[config.mk]
export PLATFORM = sky130hd
export DESIGN_NAME = f_align_shift
export DESIGN_NICKNAME = d
export VERILOG_FILES = /design/src/rtl/f_align_shift.sv
export SDC_FILE = /design/constraint.sdc
export NUM_CORES = 1
export LEC_CHECK = 0
export ABC_AREA = 1
export CORE_ASPECT_RATIO = 0.8
export CORE_MARGIN = 1.5
export CORE_UTILIZATION = 45
export DETAILED_ROUTE_END_ITERATION = 8
export PLACE_DENSITY_LB_ADDON = 0.12
export SYNTH_ARGS = -nofsm -noshare
export SYNTH_HDL_FRONTEND = slang
export SYNTH_SLANG_ARGS = --single-unit
[constraint.sdc]
create_clock -name clk -period 2.46 [get_ports clk]
set_clock_uncertainty 0.15 [all_clocks]
set_input_delay 0.492 -clock clk [delete_from_list [all_inputs] [get_ports clk]]
set_output_delay 0.492 -clock clk [all_outputs]
set_load 0.1 [all_outputs]
[src/rtl/f_align_shift.sv]
// Operand swap and significand alignment for the single-precision adder.
// Stage 1 routes the larger-exponent operand to the big path; stage 2 right-shifts the small significand and folds the shifted-out bits into sticky.
module f_align_shift #(
    parameter int EXP_W  = 8,
    parameter int MAN_W  = 23,
    parameter int SAT_SH = 26
) (
    input  logic                 clk,
    input  logic                 rst_n,
    input  logic                 in_valid,
    output logic                 in_ready,
    input  logic [EXP_W+MAN_W:0] a,
    input  logic [EXP_W+MAN_W:0] b,
    input  logic                 alessb,
    input  logic [EXP_W:0]       exp_diff,
    output logic                 out_valid,
    input  logic                 out_ready,
    output logic [MAN_W+3:0]     big_sig,
    output logic [MAN_W+3:0]     small_sig,
    output logic [EXP_W-1:0]     res_exp,
    output logic                 big_sign,
    output logic                 eff_sub,
    output logic                 swapped
);

    localparam int OP_W  = EXP_W + MAN_W + 1;
    localparam int SIG_W = MAN_W + 1;
    localparam int EXT_W = MAN_W + 4;
    localparam int SH_W  = EXP_W + 1;
    localparam logic [SH_W-1:0] SAT_AMT = SH_W'(SAT_SH);

    logic               advance;

    logic [OP_W-1:0]    l_op;
    logic [OP_W-1:0]    s_op;
    logic [EXP_W-1:0]   l_exp;
    logic [EXP_W-1:0]   s_exp;
    logic [SH_W-1:0]    sh_in;

    logic               s1_valid_q, s1_valid_d;
    logic               s1_sign_q, s1_sign_d;
    logic [EXP_W-1:0]   s1_exp_q, s1_exp_d;
    logic [SIG_W-1:0]   s1_lsig_q, s1_lsig_d;
    logic [SIG_W-1:0]   s1_ssig_q, s1_ssig_d;
    logic [SH_W-1:0]    s1_sh_q, s1_sh_d;
    logic               s1_eff_sub_q, s1_eff_sub_d;
    logic               s1_swap_q, s1_swap_d;

    logic [EXT_W-1:0]   ext_sig;
    logic [EXT_W-1:0]   shifted;
    logic [EXT_W-1:0]   lost_mask;
    logic               sticky;
    logic [EXT_W-1:0]   aligned;

    logic               out_valid_q, out_valid_d;
    logic [EXT_W-1:0]   big_sig_q, big_sig_d;
    logic [EXT_W-1:0]   small_sig_q, small_sig_d;
    logic [EXP_W-1:0]   res_exp_q, res_exp_d;
    logic               big_sign_q, big_sign_d;
    logic               eff_sub_q, eff_sub_d;
    logic               swapped_q, swapped_d;

    assign advance  = !out_valid_q || out_ready;
    assign in_ready = !s1_valid_q || advance;

    // Swap and subnormal shift correction
    always_comb begin
        l_op  = alessb ? b : a;
        s_op  = alessb ? a : b;
        l_exp = l_op[OP_W-2:MAN_W];
        s_exp = s_op[OP_W-2:MAN_W];
        // A subnormal small operand has effective exponent 1, so it sits one place closer.
        if ((s_exp == '0) && (l_exp != '0) && (exp_diff != '0)) begin
            sh_in = exp_diff - SH_W'(1);
        end else begin
            sh_in = exp_diff;
        end
    end

    always_comb begin
        s1_valid_d   = s1_valid_q;
        s1_sign_d    = s1_sign_q;
        s1_exp_d     = s1_exp_q;
        s1_lsig_d    = s1_lsig_q;
        s1_ssig_d    = s1_ssig_q;
        s1_sh_d      = s1_sh_q;
        s1_eff_sub_d = s1_eff_sub_q;
        s1_swap_d    = s1_swap_q;
        if (in_ready) begin
            s1_valid_d = in_valid;
            if (in_valid) begin
                s1_sign_d    = l_op[OP_W-1];
                s1_exp_d     = (l_exp == '0) ? EXP_W'(1) : l_exp;
                s1_lsig_d    = {(l_exp != '0), l_op[MAN_W-1:0]};
                s1_ssig_d    = {(s_exp != '0), s_op[MAN_W-1:0]};
                s1_sh_d      = sh_in;
                s1_eff_sub_d = a[OP_W-1] ^ b[OP_W-1];
                s1_swap_d    = alessb;
            end
        end
    end

    // Alignment shift with sticky collection
    always_comb begin
        ext_sig   = {s1_ssig_q, 3'b000};
        shifted   = ext_sig >> s1_sh_q;
        lost_mask = ~({EXT_W{1'b1}} << s1_sh_q);
        sticky    = |(ext_sig & lost_mask);
        if (s1_sh_q >= SAT_AMT) begin
            aligned = {{(EXT_W-1){1'b0}}, |s1_ssig_q};
        end else begin
            aligned = {shifted[EXT_W-1:1], shifted[0] | sticky};
        end
    end

    always_comb begin
        out_valid_d = out_valid_q;
        big_sig_d   = big_sig_q;
        small_sig_d = small_sig_q;
        res_exp_d   = res_exp_q;
        big_sign_d  = big_sign_q;
        eff_sub_d   = eff_sub_q;
        swapped_d   = swapped_q;
        if (advance) begin
            out_valid_d = s1_valid_q;
            if (s1_valid_q) begin
                big_sig_d   = {s1_lsig_q, 3'b000};
                small_sig_d = aligned;
                res_exp_d   = s1_exp_q;
                big_sign_d  = s1_sign_q;
                eff_sub_d   = s1_eff_sub_q;
                swapped_d   = s1_swap_q;
            end
        end
    end

    always_ff @(posedge clk or negedge rst_n) begin
        if (!rst_n) begin
            s1_valid_q   <= 1'b0;
            s1_sign_q    <= 1'b0;
            s1_exp_q     <= '0;
            s1_lsig_q    <= '0;
            s1_ssig_q    <= '0;
            s1_sh_q      <= '0;
            s1_eff_sub_q <= 1'b0;
            s1_swap_q    <= 1'b0;
            out_valid_q  <= 1'b0;
            big_sig_q    <= '0;
            small_sig_q  <= '0;
            res_exp_q    <= '0;
            big_sign_q   <= 1'b0;
            eff_sub_q    <= 1'b0;
            swapped_q    <= 1'b0;
        end else begin
            s1_valid_q   <= s1_valid_d;
            s1_sign_q    <= s1_sign_d;
            s1_exp_q     <= s1_exp_d;
            s1_lsig_q    <= s1_lsig_d;
            s1_ssig_q    <= s1_ssig_d;
            s1_sh_q      <= s1_sh_d;
            s1_eff_sub_q <= s1_eff_sub_d;
            s1_swap_q    <= s1_swap_d;
            out_valid_q  <= out_valid_d;
            big_sig_q    <= big_sig_d;
            small_sig_q  <= small_sig_d;
            res_exp_q    <= res_exp_d;
            big_sign_q   <= big_sign_d;
            eff_sub_q    <= eff_sub_d;
            swapped_q    <= swapped_d;
        end
    end

    assign out_valid = out_valid_q;
    assign big_sig   = big_sig_q;
    assign small_sig = small_sig_q;
    assign res_exp   = res_exp_q;
    assign big_sign  = big_sign_q;
    assign eff_sub   = eff_sub_q;
    assign swapped   = swapped_q;

endmodule

==> impl_results.md, run 1 <==
- Outcome: finished, final reports clean
- Clk root buf: clkbuf_16
- GRT Overall Usage: 24.9%
- Die X: 148 um
- Clock latency at the later pin of the worst-skew pair: 430 ps
- Vias in the first global route: 6836
- Min Clock Period, post-route: 2220 ps
- Global-route wire length before repair: 34500 um
- Setup TNS: 0 ps
- Layout area overhead: 30.2%
- Ratio of cells with drive above 1 in the final layout: 14.6%
- Min-delay worst type: in2reg
- H-tree depth: 4
- Critical path fanouts, max: 14
- Critical Path AT: 2440 ps
- TritonCTS Buffers: 17
- # IOs: 145
- Max Slew Vio Count: 0
- Avg WL per Cell: 14.6 um
- Mapped Cells: 1038
- Vias/cell: 5.15
- Syn. warnings: 0
- Gr ovfl total: 0
- DRC: 0
- Synth Area in Simple Gates: 27.2%
- Clk slew on worst S/H paths: 60 ps
- Asr flop ratio synth: 100%
- Commonest non-fill, non-tap cell in the layout: nand2_1
- Largest net degree at the start of global routing: 89
- CTS tree: built
- Final setup fails: 0
- Cell Area, Synth: 0.00755 mm2
- Rows: 42
- # fillers: 1612
- Largest buffer count on any clock path: 2
- Final GP Congestion: 0.941
- Final worst path period share: 90.3%
- RSZ-0062 raised after global routing: false
- Cell Pwr Density: 946 mW/mm2
- Largest family of logic cells by synthesized area: simple AND/OR/NAND/NOR gates
- Post-synth EDFFs: 0
- Ys flop type: dfrtp_1
- Critical path class: reg2reg
- Crit start category: register
- Crit end category: register
- F_max: 450 MHz
- Initial antenna violation count: 0
- Die H: 119 um
- Mux share of post-synthesis cell area: 0.530%
- Post-synthesis compound-gate area fraction: 18.4%
- Seq/Total Area, Yosys: 43.8%
- DR pass1 iterations: 5
- R2R Setup Slk: 240 ps
- Worst IR Drop VDD: 0.813 mV
- DP Wirelength: 15200 um
- IO Port Bufs: 141
- XOR/XNOR share of the synthesized area: 0.696%
- CTS Sinks: 132
- Synth Area in Adders: 0.166%
- Final net count: 1258
- Ant. Diodes: 0
- Synth unique cells: 39
- Antenna-violating nets left: 0
- Die area: 0.0176 mm2
- Hold violation count in the final report: 0
- Via count: 7273
- Number of synthesized register bits: 132
- Routed WL: 20700 um
- Commonest cells after routing, fill and taps aside: 334 x nand2_1, 131 x dfrtp_1, 119 x o21ai_0, 101 x buf_4, 94 x inv_1
- First DRT Iteration DRCs: 511
- Avg Inst Size Synth: 7.27 um2
- P_leak: 0.00472 uW
- Starting density of the core: 45.7%
- Max Cap Violations: 0
- End-of-flow core utilization: 59.6%
- WP data required: 2670 ps
- Core area: 0.0165 mm2
## report_power, final
group	switching [uW]	leakage [uW]	internal, uW
clock network	974	0.000324	1890
registers	238	0.00164	2560
logic	2750	0.00276	896
## metrics by stage
stage / cells / worst slack, ps / instance area, um2 / hold slack [ps] / power, uW
final: 1412 / 238 / 9830 / 315 / 9300
after global routing: 1412 / 35.7 / 9830 / 327 / 9760
after CTS: 1412 / 231 / 9830 / 296 / 9350
after detailed placement: 1379 / 73.7 / 9150 / 302 / 6460
after global placement: 1379 / 122 / 9150 / 297 / 6450
after floorplan: 1040 / 221 / 7570 / 46.4 / 5460
## routing by layer
metal  GRT usage [%]  vias up  wire (um)
met4            6.75        0        296
li1                -     3693          -
met1            36.4     3318      10100
met2            36.4      239       8770
met3            6.32       23       1490
met5               0        -          0
## Yosys cell counts (3+ instances only)
cell	count	area, um2
a31oi_1	15	93.8
nor2_4	5	56.3
clkbuf_1	29	109
dfrtp_1	132	3300
inv_1	95	357
buf_1	7	26.3
nand4_1	11	68.8
buf_6	4	45.0
nand2_2	3	18.8
nor3_1	6	30.0
o211ai_1	51	383
o21ai_1	21	105
buf_4	5	37.5
nand2_1	335	1260
mux2i_1	4	40.0
xnor2_1	3	26.3
nand3_1	64	320
a21oi_1	16	80.1
nor2_2	3	18.8
xor2_1	3	26.3
buf_2	18	90.1
nor4_1	3	18.8
o21ai_0	120	601
o21ai_2	11	96.3
inv_2	5	18.8
nor2_1	54	203
## cell families after synthesis
group / Yosys count
AOI/OAI and AO/OA: 238
other: 1
buffers and inverters: 165
muxes: 4
adders and majority gates: 1
and+or+nand+nor: 491
xor gates and xnor gates: 6
DFF: 132
## sequential cells by signal (all words and copies together) (netlist names), 8 cells and up
signal,flops
s1_ssig_q,24
big_sig,24
s1_sh_q,9
res_exp,8
s1_exp_q,8
s1_lsig_q,24
small_sig,27
## final timing paths
path | startpoint | to | cells past startpoint
worst max register to register | s1_sh_q[7]$_DFFE_PN0P_ | small_sig[5]$_DFFE_PN0P_ | 11
worst min register to register | s1_swap_q$_DFFE_PN0P_ | swapped$_DFFE_PN0P_ | 2
min in group asynchronous | rst_n | big_sig[7]$_DFFE_PN0P_ | 2
max in group asynchronous | rst_n | s1_exp_q[3]$_DFFE_PN0P_ | 3
worst max-delay path | s1_sh_q[7]$_DFFE_PN0P_ | small_sig[5]$_DFFE_PN0P_ | 11
worst min-delay path | alessb | s1_exp_q[2]$_DFFE_PN0P_ | 3
## what timing repair did
item                       in CTS  in global routing
hold endpoints to repair       44                  0
gates resized for setup         0                  1
hold buffers                    1                  0
setup endpoints to repair       0                  1
buffers inserted                0                  0
## layout make-up
cell class | instances | area [um2] | share of cell area, %
Tap cell | 220 | 275 | 2.80
Multi-Input combinational cell | 743 | 3570 | 36.3
Clock inverter | 11 | 198 | 2.01
Inverter | 101 | 380 | 3.87
Timing Repair Buffer | 184 | 1640 | 16.6
Sequential cell | 132 | 3300 | 33.6
Clock buffer | 21 | 470 | 4.79
## critical path: stages (launching register included)
cell and delay, ps:
dfrtp_1 440, nor2_4 240, nand2_4 190, nor2_1 180, nand2_1 90, a21oi_1 310, nand2_1 110, o21ai_2 90
nand2_1 120, a21oi_1 140, nand2_1 60, nand2_1 50
(Power assumes the default switching activity.)
==> run 2: changes to the inputs <==
--- a/config.mk
+++ b/config.mk
@@ -6,6 +6,7 @@
 export NUM_CORES = 1
 export LEC_CHECK = 0
 export ABC_AREA = 1
+export CAP_MARGIN = 25
 export CORE_ASPECT_RATIO = 0.8
 export CORE_MARGIN = 1.5
 export CORE_UTILIZATION = 45
==> results of run 2 <==
The final DEF is identical to that of run 1; final timing and power are the same.
